[src/rtl/calc_sequencer.sv]
// Central controller of the BCD calculator.
// Turns key events into BCD operands and an operator, then runs the ALU over a start/done handshake.
module calc_sequencer #(
    parameter int NDIG    = 4,
    parameter int TIMEOUT = 1024
) (
    input  logic                clk,
    input  logic                resetn,
    input  logic                key_valid,
    input  logic [3:0]          key_code,
    output logic                key_ready,
    output logic [4*NDIG-1:0]   operand_a,
    output logic [4*NDIG-1:0]   operand_b,
    output logic [1:0]          alu_op,
    output logic                alu_start,
    input  logic                alu_done,
    input  logic                alu_err,
    input  logic [4*NDIG-1:0]   alu_result,
    output logic [4*NDIG-1:0]   result,
    output logic [2:0]          disp_sel,
    output logic                busy
);

    localparam int W  = 4 * NDIG;
    localparam int CW = $clog2(NDIG + 1);
    localparam int TW = $clog2(TIMEOUT);

    typedef enum logic [2:0] {
        S_IDLE, S_OPA, S_OPSEL, S_OPB, S_EXEC, S_RESULT, S_ERROR
    } state_t;

    state_t          state_q, state_d;
    logic [W-1:0]    opA_q, opA_d, opB_q, opB_d, result_q, result_d;
    logic [CW-1:0]   cntA_q, cntA_d, cntB_q, cntB_d;
    logic [1:0]      aluOp_q, aluOp_d, pendOp_q, pendOp_d;
    logic            chain_q, chain_d, clrPend_q, clrPend_d;
    logic            aluStart_q, aluStart_d;
    logic [TW-1:0]   tmo_q, tmo_d;
    logic [2:0]      dispSel_q, dispSel_d;
    logic            doClear;

    logic            isDigit, isOp, isClear, isEq;
    logic [3:0]      digit;
    logic [1:0]      keyOp;

    assign isDigit = key_valid && (key_code <= 4'd9);
    assign isOp    = key_valid && (key_code == 4'hA || key_code == 4'hB ||
                                   key_code == 4'hE || key_code == 4'hF);
    assign isClear = key_valid && (key_code == 4'hC);
    assign isEq    = key_valid && (key_code == 4'hD);
    assign digit   = key_code;
    // A/B/E/F map to add/sub/mul/div through bits 2 and 0 of the code
    assign keyOp   = {key_code[2], key_code[0]};

    // Leading zeros are swallowed and a full operand ignores further digits
    function automatic logic [W-1:0] shiftVal(input logic [W-1:0] v, input logic [CW-1:0] c,
                                              input logic [3:0] d);
        if ((c == '0 && d == 4'd0) || c >= CW'(NDIG)) return v;
        return (v << 4) | W'(d);
    endfunction

    function automatic logic [CW-1:0] shiftCnt(input logic [CW-1:0] c, input logic [3:0] d);
        if ((c == '0 && d == 4'd0) || c >= CW'(NDIG)) return c;
        return c + CW'(1);
    endfunction

    always_comb begin
        state_d    = state_q;
        opA_d      = opA_q;
        opB_d      = opB_q;
        result_d   = result_q;
        cntA_d     = cntA_q;
        cntB_d     = cntB_q;
        aluOp_d    = aluOp_q;
        pendOp_d   = pendOp_q;
        chain_d    = chain_q;
        clrPend_d  = clrPend_q;
        aluStart_d = 1'b0;
        tmo_d      = tmo_q;
        doClear    = 1'b0;

        if (isClear && state_q != S_EXEC) begin
            doClear = 1'b1;
        end else begin
            case (state_q)
                S_IDLE: begin
                    if (isDigit) begin
                        opA_d   = W'(digit);
                        cntA_d  = CW'(digit != 4'd0);
                        state_d = S_OPA;
                    end else if (isOp) begin
                        opA_d   = '0;
                        cntA_d  = '0;
                        aluOp_d = keyOp;
                        state_d = S_OPSEL;
                    end
                end
                S_OPA: begin
                    if (isDigit) begin
                        opA_d  = shiftVal(opA_q, cntA_q, digit);
                        cntA_d = shiftCnt(cntA_q, digit);
                    end else if (isOp) begin
                        aluOp_d = keyOp;
                        state_d = S_OPSEL;
                    end
                end
                S_OPSEL: begin
                    if (isOp) begin
                        aluOp_d = keyOp;
                    end else if (isDigit) begin
                        opB_d   = W'(digit);
                        cntB_d  = CW'(digit != 4'd0);
                        state_d = S_OPB;
                    end
                end
                S_OPB: begin
                    if (isDigit) begin
                        opB_d  = shiftVal(opB_q, cntB_q, digit);
                        cntB_d = shiftCnt(cntB_q, digit);
                    end else if (isEq || isOp) begin
                        chain_d    = isOp;
                        pendOp_d   = isOp ? keyOp : pendOp_q;
                        aluStart_d = 1'b1;
                        tmo_d      = '0;
                        clrPend_d  = 1'b0;
                        state_d    = S_EXEC;
                    end
                end
                S_EXEC: begin
                    if (isClear) clrPend_d = 1'b1;
                    // The start cycle itself never samples alu_done
                    if (alu_done && !aluStart_q) begin
                        if (clrPend_q || isClear) begin
                            doClear = 1'b1;
                        end else if (alu_err) begin
                            state_d = S_ERROR;
                        end else begin
                            result_d = alu_result;
                            if (chain_q) begin
                                opA_d   = alu_result;
                                cntA_d  = CW'(NDIG);
                                opB_d   = '0;
                                cntB_d  = '0;
                                aluOp_d = pendOp_q;
                                chain_d = 1'b0;
                                state_d = S_OPSEL;
                            end else begin
                                state_d = S_RESULT;
                            end
                        end
                    end else if (tmo_q == TW'(TIMEOUT - 1)) begin
                        if (clrPend_q || isClear) doClear = 1'b1;
                        else state_d = S_ERROR;
                    end else begin
                        tmo_d = tmo_q + TW'(1);
                    end
                end
                S_RESULT: begin
                    if (isOp) begin
                        opA_d   = result_q;
                        cntA_d  = CW'(NDIG);
                        opB_d   = '0;
                        cntB_d  = '0;
                        aluOp_d = keyOp;
                        state_d = S_OPSEL;
                    end else if (isDigit) begin
                        opA_d   = W'(digit);
                        cntA_d  = CW'(digit != 4'd0);
                        opB_d   = '0;
                        cntB_d  = '0;
                        state_d = S_OPA;
                    end
                end
                default: ;
            endcase
        end

        if (doClear) begin
            state_d   = S_IDLE;
            opA_d     = '0;
            opB_d     = '0;
            result_d  = '0;
            cntA_d    = '0;
            cntB_d    = '0;
            aluOp_d   = '0;
            pendOp_d  = '0;
            chain_d   = 1'b0;
            clrPend_d = 1'b0;
            tmo_d     = '0;
        end

        case (state_d)
            S_IDLE:   dispSel_d = 3'd0;
            S_OPA:    dispSel_d = 3'd1;
            S_OPSEL:  dispSel_d = 3'd2;
            S_OPB:    dispSel_d = 3'd3;
            S_RESULT: dispSel_d = 3'd4;
            S_ERROR:  dispSel_d = 3'd5;
            default:  dispSel_d = dispSel_q;
        endcase
    end

    always_ff @(posedge clk or negedge resetn) begin
        if (!resetn) begin
            state_q    <= S_IDLE;
            opA_q      <= '0;
            opB_q      <= '0;
            result_q   <= '0;
            cntA_q     <= '0;
            cntB_q     <= '0;
            aluOp_q    <= '0;
            pendOp_q   <= '0;
            chain_q    <= 1'b0;
            clrPend_q  <= 1'b0;
            aluStart_q <= 1'b0;
            tmo_q      <= '0;
            dispSel_q  <= 3'd0;
        end else begin
            state_q    <= state_d;
            opA_q      <= opA_d;
            opB_q      <= opB_d;
            result_q   <= result_d;
            cntA_q     <= cntA_d;
            cntB_q     <= cntB_d;
            aluOp_q    <= aluOp_d;
            pendOp_q   <= pendOp_d;
            chain_q    <= chain_d;
            clrPend_q  <= clrPend_d;
            aluStart_q <= aluStart_d;
            tmo_q      <= tmo_d;
            dispSel_q  <= dispSel_d;
        end
    end

    assign busy      = (state_q == S_EXEC);
    assign key_ready = !busy;
    assign operand_a = opA_q;
    assign operand_b = opB_q;
    assign alu_op    = aluOp_q;
    assign alu_start = aluStart_q;
    assign result    = result_q;
    assign disp_sel  = dispSel_q;

endmodule

[config.mk]
export PLATFORM = sky130hd
export DESIGN_NAME = calc_sequencer
export DESIGN_NICKNAME = d
export VERILOG_FILES = /design/src/rtl/calc_sequencer.sv
export SDC_FILE = /design/constraint.sdc
export NUM_CORES = 1
export LEC_CHECK = 0
export BUFFER_PORTS_ARGS = -buffer_cell sky130_fd_sc_hd__buf_2
export CAP_MARGIN = 10
export CORE_AREA = 4 4 75 112
export CTS_BUF_LIST = sky130_fd_sc_hd__clkbuf_8
export DETAILED_ROUTE_END_ITERATION = 8
export DIE_AREA = 0 0 79 116
export PLACE_DENSITY_LB_ADDON = 0.25
export SYNTH_ARGS = -nofsm -noshare
export SYNTH_HDL_FRONTEND = slang
export SYNTH_SLANG_ARGS = --single-unit
[constraint.sdc]
create_clock -name clk -period 2.3 [get_ports clk]
set_input_delay 0.115 -clock clk [delete_from_list [all_inputs] [get_ports clk]]
set_output_delay 0.115 -clock clk [all_outputs]
set_load 0.03 [all_outputs]
# Word level (Yosys, flattened, before mapping)
# Cells that the tools add are included.
dict set report totals {
  register_bits 77
  inputBits 25
  out_inout_bits 56
}
dict set report classes {
  addsub 3
  magnitude_cmp 3
  eq_ne 40
  muxes 128
  n_bitwise 2
  reduce_logical 43
}
# operator count
set op_table {}
lappend op_table {{16-bit two-way mux} 29}
lappend op_table {{16-bit case mux with 4 select lines} 2}
lappend op_table {{3-bit two-way mux} 40}
lappend op_table {{10-bit two-way mux} 6}
lappend op_table {{3-bit case mux with 6 select lines} 2}
lappend op_table {{3-bit inequality test, second input constant} 11}
lappend op_table {{16-bit by 4-bit OR with 16-bit output} 2}
lappend op_table {{1-bit two-way mux} 29}
lappend op_table {{2-bit two-way mux} 14}
lappend op_table {{4-bit equality test, second input constant} 6}
lappend op_table {{3-bit case mux with 4 select lines} 2}
lappend op_table {{10-bit case mux with 2 select lines} 1}
lappend op_table {{4-bit inequality test, second input constant} 4}
lappend op_table {{5-bit AND reduction} 3}
lappend op_table {{7-bit AND reduction} 2}
lappend op_table {{3-bit by 2-bit equality test with 1-bit output, second input constant} 4}
lappend op_table {{3-bit equality test, second input constant} 4}
lappend op_table {{3-bit logical NOT} 4}
lappend op_table {{11-bit AND reduction} 1}
lappend op_table {{10-bit by 1-bit adder with 10-bit output, second input constant} 1}
lappend op_table {{10-bit equality test, second input constant} 1}
lappend op_table {{10-bit AND reduction} 1}
lappend op_table {{2-bit nonzero test} 5}
lappend op_table {{5-bit nonzero test} 2}
lappend op_table {{19 further kinds} 43}

# Logic depth before layout (Yosys ltp)
dict set report logic_depth {
  ltp_word 13
  depth_mapped 12
}

# Least setup slack after synthesis
# Ideal clock, no wire load.
dict set report synth_path {
  path_type {reg-to-reg}
  start {reg aluStart_q (netlist: alu_start)}
  end {reg opB_q[3] (netlist: operand_b[3])}
  setup_ns 0.125
  arrival_time_ns 2.114
  slack_ns 0.061
  path_stages_with_launch 9
  n_path_buf 2
  synth_period_minus_slack_ns 2.239
  path_cell_list {dfrtp_1 > or3b_4 > nand3b_1 > o221a_2 > a311o_1 > buf_4 > buf_2 > nand2_1 > o41ai_2}
}
dict set report synth_between {
  elab_chain_len 7
  elab_cells_between_ends 18
  cone_classes {eq/ne: 10; mux: 4; reduce/logical: 4}
}
# element line_no
set synth_rtl {}
lappend synth_rtl {{start, declared} 37} ;# logic aluStart_q, aluStart_d;
lappend synth_rtl {{start signal, assigned} 229} ;# aluStart_q <= aluStart_d;
lappend synth_rtl {{1-bit logical NOT *} 132} ;# if (alu_done && !aluStart_q) begin
lappend synth_rtl {{1-bit logical AND *} 132}
lappend synth_rtl {{1-bit two-way mux} 132}
lappend synth_rtl {{1-bit two-way mux} 85} ;# case (state_q)
lappend synth_rtl {{1-bit two-way mux} 82} ;# if (isClear && state_q != S_EXEC) begin
lappend synth_rtl {{4-bit inequality test (no source line), or another cell as far along} --}
lappend synth_rtl {{11-bit AND reduction (no source line)} --}
lappend synth_rtl {{end signal, assigned} 221} ;# opB_q <= opB_d;
lappend synth_rtl {{end, declared} 33} ;# logic [W-1:0] opA_q, opA_d, opB_q, opB_d, result_q, result_d;
# Every way passes the cells marked *; elsewhere a longest branch is shown, timed or not.
# A chain may end at the register's enable or synchronous reset.

# Worst setup path in the final report
dict set report layout_path {
  start {reg aluStart_q (netlist: alu_start)}
  end {reg opA_q[3] (netlist: operand_a[3])}
}
dict set report layout_between {
  elab_chain_len 7
  elab_cells_between_ends 17
  cone_classes {eq/ne: 9; mux: 4; reduce/logical: 4}
}
# element line_no
set layout_rtl {}
lappend layout_rtl {{1-bit logical NOT *} 132}
lappend layout_rtl {{1-bit logical AND *} 132}
lappend layout_rtl {{1-bit two-way mux} 132}
lappend layout_rtl {{1-bit two-way mux} 85}
lappend layout_rtl {{1-bit two-way mux} 82}
lappend layout_rtl {{4-bit inequality test (no source line), or another cell as far along} --}
lappend layout_rtl {{10-bit AND reduction (no source line)} --}
lappend layout_rtl {{end signal, assigned} 220} ;# opA_q <= opA_d;
lappend layout_rtl {{end, declared} 33}
# Marked as above.

==> metrics <==
status=finished, final reports clean; # rows=39; most frequent cells after synthesis=nand2_1, dfrtp_1, inv_1; die width=79 um; Hold Crit Start=alu_result[14]; worst setup margin=74.5 ps; worst-margin pin slew=approximately 960 ps; clk root buf=clkbuf_8; Worst Path Arrival=2470 ps; Vias/cell=5.85; Post-synth EDFFs=0; proportion of layout cells with a drive suffix above 1=between 20% and 30%; Placed Area=4860 sq um; worst vdd ir=0.915 mV; htree depth=3; Fin Setup TNS=0 ps; final period utilization=96.8%; Tmin final=2230 ps; kind of cell adding the most delay to the critical path=compound AO/OA/AOI/OAI gates; routed wl met3=slightly below 800 um; Initial Util=56.6%; Max Used Layer=met4; DRC=0; Lkg Pwr=2.62 nW; count leader, synth=nand2_1; Max-Cap Viols=0; Worst Skew=8.21 ps; antenna violation net count after detailed routing=0; fraction of registers with async set/reset=100%; Area Growth Syn to Fin=22.8%; final core occ=about 70%; Post-Syn Area=~4300 sq um; DR WL met2=5550 um; WL/cell=16.7 um; Req. time, crit path=2550 ps; placer congestion estimate=0.900; CTS tree=yes; Reg2Reg Launch Point=alu_start; slowest stage cell, crit path=dfrtp_1; Fmax=about 450 MHz; CP Launch Type=flop; post-synthesis net count=487; dpl hpwl=7900 um; nets=592; Synth area leaders=dfrtp_1, nand2_1, mux2i_1; die height=116 um; CTS Sinks=between 70 and 80; ANT cells=0; GRT Resource Usage Total=25.7%; routed wire length=11200 um; Cell variety after synth=60; DR vias=3912; sequential area share after synthesis=45.3%; worst min-delay path category=in -> reg; RSZ-0062 raised after global routing=false; Core ar.=about 7500 sq um; Max Transition Viols Final=0; 1st-pass router iterations=6; area leader, netlist=dfrtp_1; Num CTS Buffers=9; vias in the first global route=3916; grt total ovfl=0; Setup-failing EPs final=0; Synth Instances=roughly 460; antenna violations before repair=0; CP max stage delay=410 ps; number of synthesis warnings=0; area share of the largest cell type after synthesis=45.3%; clock slew at reported path FFs=80 ps; Skew-Pair Late Insertion Delay=between 300 and 400 ps; crit path cell chain=or3b_4 -> nand3b_1 -> o221a_2 -> a221o_1 -> buf_4 -> o41ai_2; io pins=81; power per cell area=approximately 1300 nW/um^2; first-pass GRT wire length=18500 um; largest net degree at the start of global routing=78; flop and latch count out of synthesis=between 70 and 80; Clock Path Buffers=2; Crit Path Class=reg -> reg; Setup WS pre-CTS=38.4 ps; wl on met1=roughly 4500 um; CP endpoint kind=flop; WP buf/inv=1; Hold Violations, Final=0; Max-Slew Margin vs Limit=a little over a third; CP startpoint=alu_start; Main synth FF type=dfrtp_1; DRT iter0 DRCs=between 200 and 250; syn avg cell area=9.31 sq um; Die ar.=just over 9000 sq um; Buffers on Ports=80; worst-path maximum fanout=4; design area=5220 sq um
[placed cells by master (no fill, tap or decap), types with 3 or more instances in the layout]
cell and instances:
a21oi_1 16, or2_2 3, xor2_1 7, dfrtp_1 77
and3_1 5, o31ai_2 10, buf_4 30, nand3b_1 6
a31oi_1 3, o32ai_1 3, inv_1 25, o22ai_1 6
nand3_1 11, nor2_1 23, ha_1 5, mux2i_1 17
clkinv_2 3, a211oi_1 5, dlygate4sd3_1 13, nand2b_1 7
o21ai_0 17, nor3_1 4, o31ai_1 5, nand4_1 6
clkbuf_8 12, a222oi_1 12, nand2_1 89, o21ai_1 16
a21boi_0 5, buf_2 79
[sequential cells by signal, summed over array words and instances, names as in the netlist]
name and flops:
chain_q 1, state_q 3, disp_sel 3, clrPend_q 1, operand_a 16, result 16
alu_op 2, tmo_q 10, pendOp_q 2, alu_start 1, operand_b 16, cntA_q 3
cntB_q 3
[where the power goes]
part	switching, mW	internal, mW
clock	0.485	0.585
sequential	0.359	1.81
combinational	2.33	1.23
total	3.18	3.62
[final timing paths]
kind / to / slack, ps / depth (start not counted)
setup reg to reg: operand_a[3] / 70 / 6
setup / recovery: operand_a[3] / 70 / 6
hold / removal: result[14] / 20 / 3
hold reg to reg: operand_a[12] / 480 / 2
max in group asynchronous: result[11] / 1230 / 2
min in group asynchronous: cntB_q[0] / 450 / 2
[metal layers]
metal | vias up | track usage, %
met5 | - | 0
met4 | 0 | 14.0
met3 | 33 | 6.07
met2 | 188 | 42.4
met1 | 1853 | 30.8
li1 | 1838 | -
[worst reg2reg max path: cells and delay by family (launching register included)]
| kind | cells | cell delay [ps] |
|---|---|---|
| compound gates | 3 | 960 |
| buf+inv | 1 | 160 |
| flops | 1 | 410 |
| simple gates | 2 | 590 |
[final cells by class]
cell class	instances	area, sq um
clock inverter	4	45.0
multi-input combinational	323	2060
tap	102	128
inverter	26	103
fill	617	2290
sequential	77	1930
timing repair buffer	125	793
clock buffer	12	165
[through the flow]
| stage | total power, mW | std cells | hold WS [ps] |
|---|---|---|---|
| final | 6.80 | 669 | 20.6 |
| after global placement | 5.55 | 639 | 322 |
| after detailed placement | 5.65 | 639 | 333 |
| after global routing | 7.26 | 669 | 28.1 |
| after CTS | 6.76 | 668 | 2.12 |
| after floorplan | 4.65 | 457 | -181 |
[cells by family (layout without fill, tap and decap cells)]
| family | Yosys count | in the layout | share of synthesized area (%) |
|---|---|---|---|
| AO/OA/AOI/OAI | 120 | 120 | 21.8 |
| XOR/XNOR | 9 | 9 | 1.85 |
| adder cells (fa/ha/maj) | 5 | 5 | 1.47 |
| buffers and inverters | 57 | 167 | 6.47 |
| flip-flops | 77 | 77 | 45.3 |
| multiplexers | 19 | 19 | 4.53 |
| AND/OR/NAND/NOR | 170 | 170 | 18.6 |
[what timing repair did]
item | 4_1_cts | 5_1_grt
hold buffers | 13 | 0
setup endpoints to repair | 0 | 29
setup buffers | 0 | 1
endpoints found under the hold margin | 89 | 0
resized for setup | 0 | 7
(Power assumes the default switching activity.)
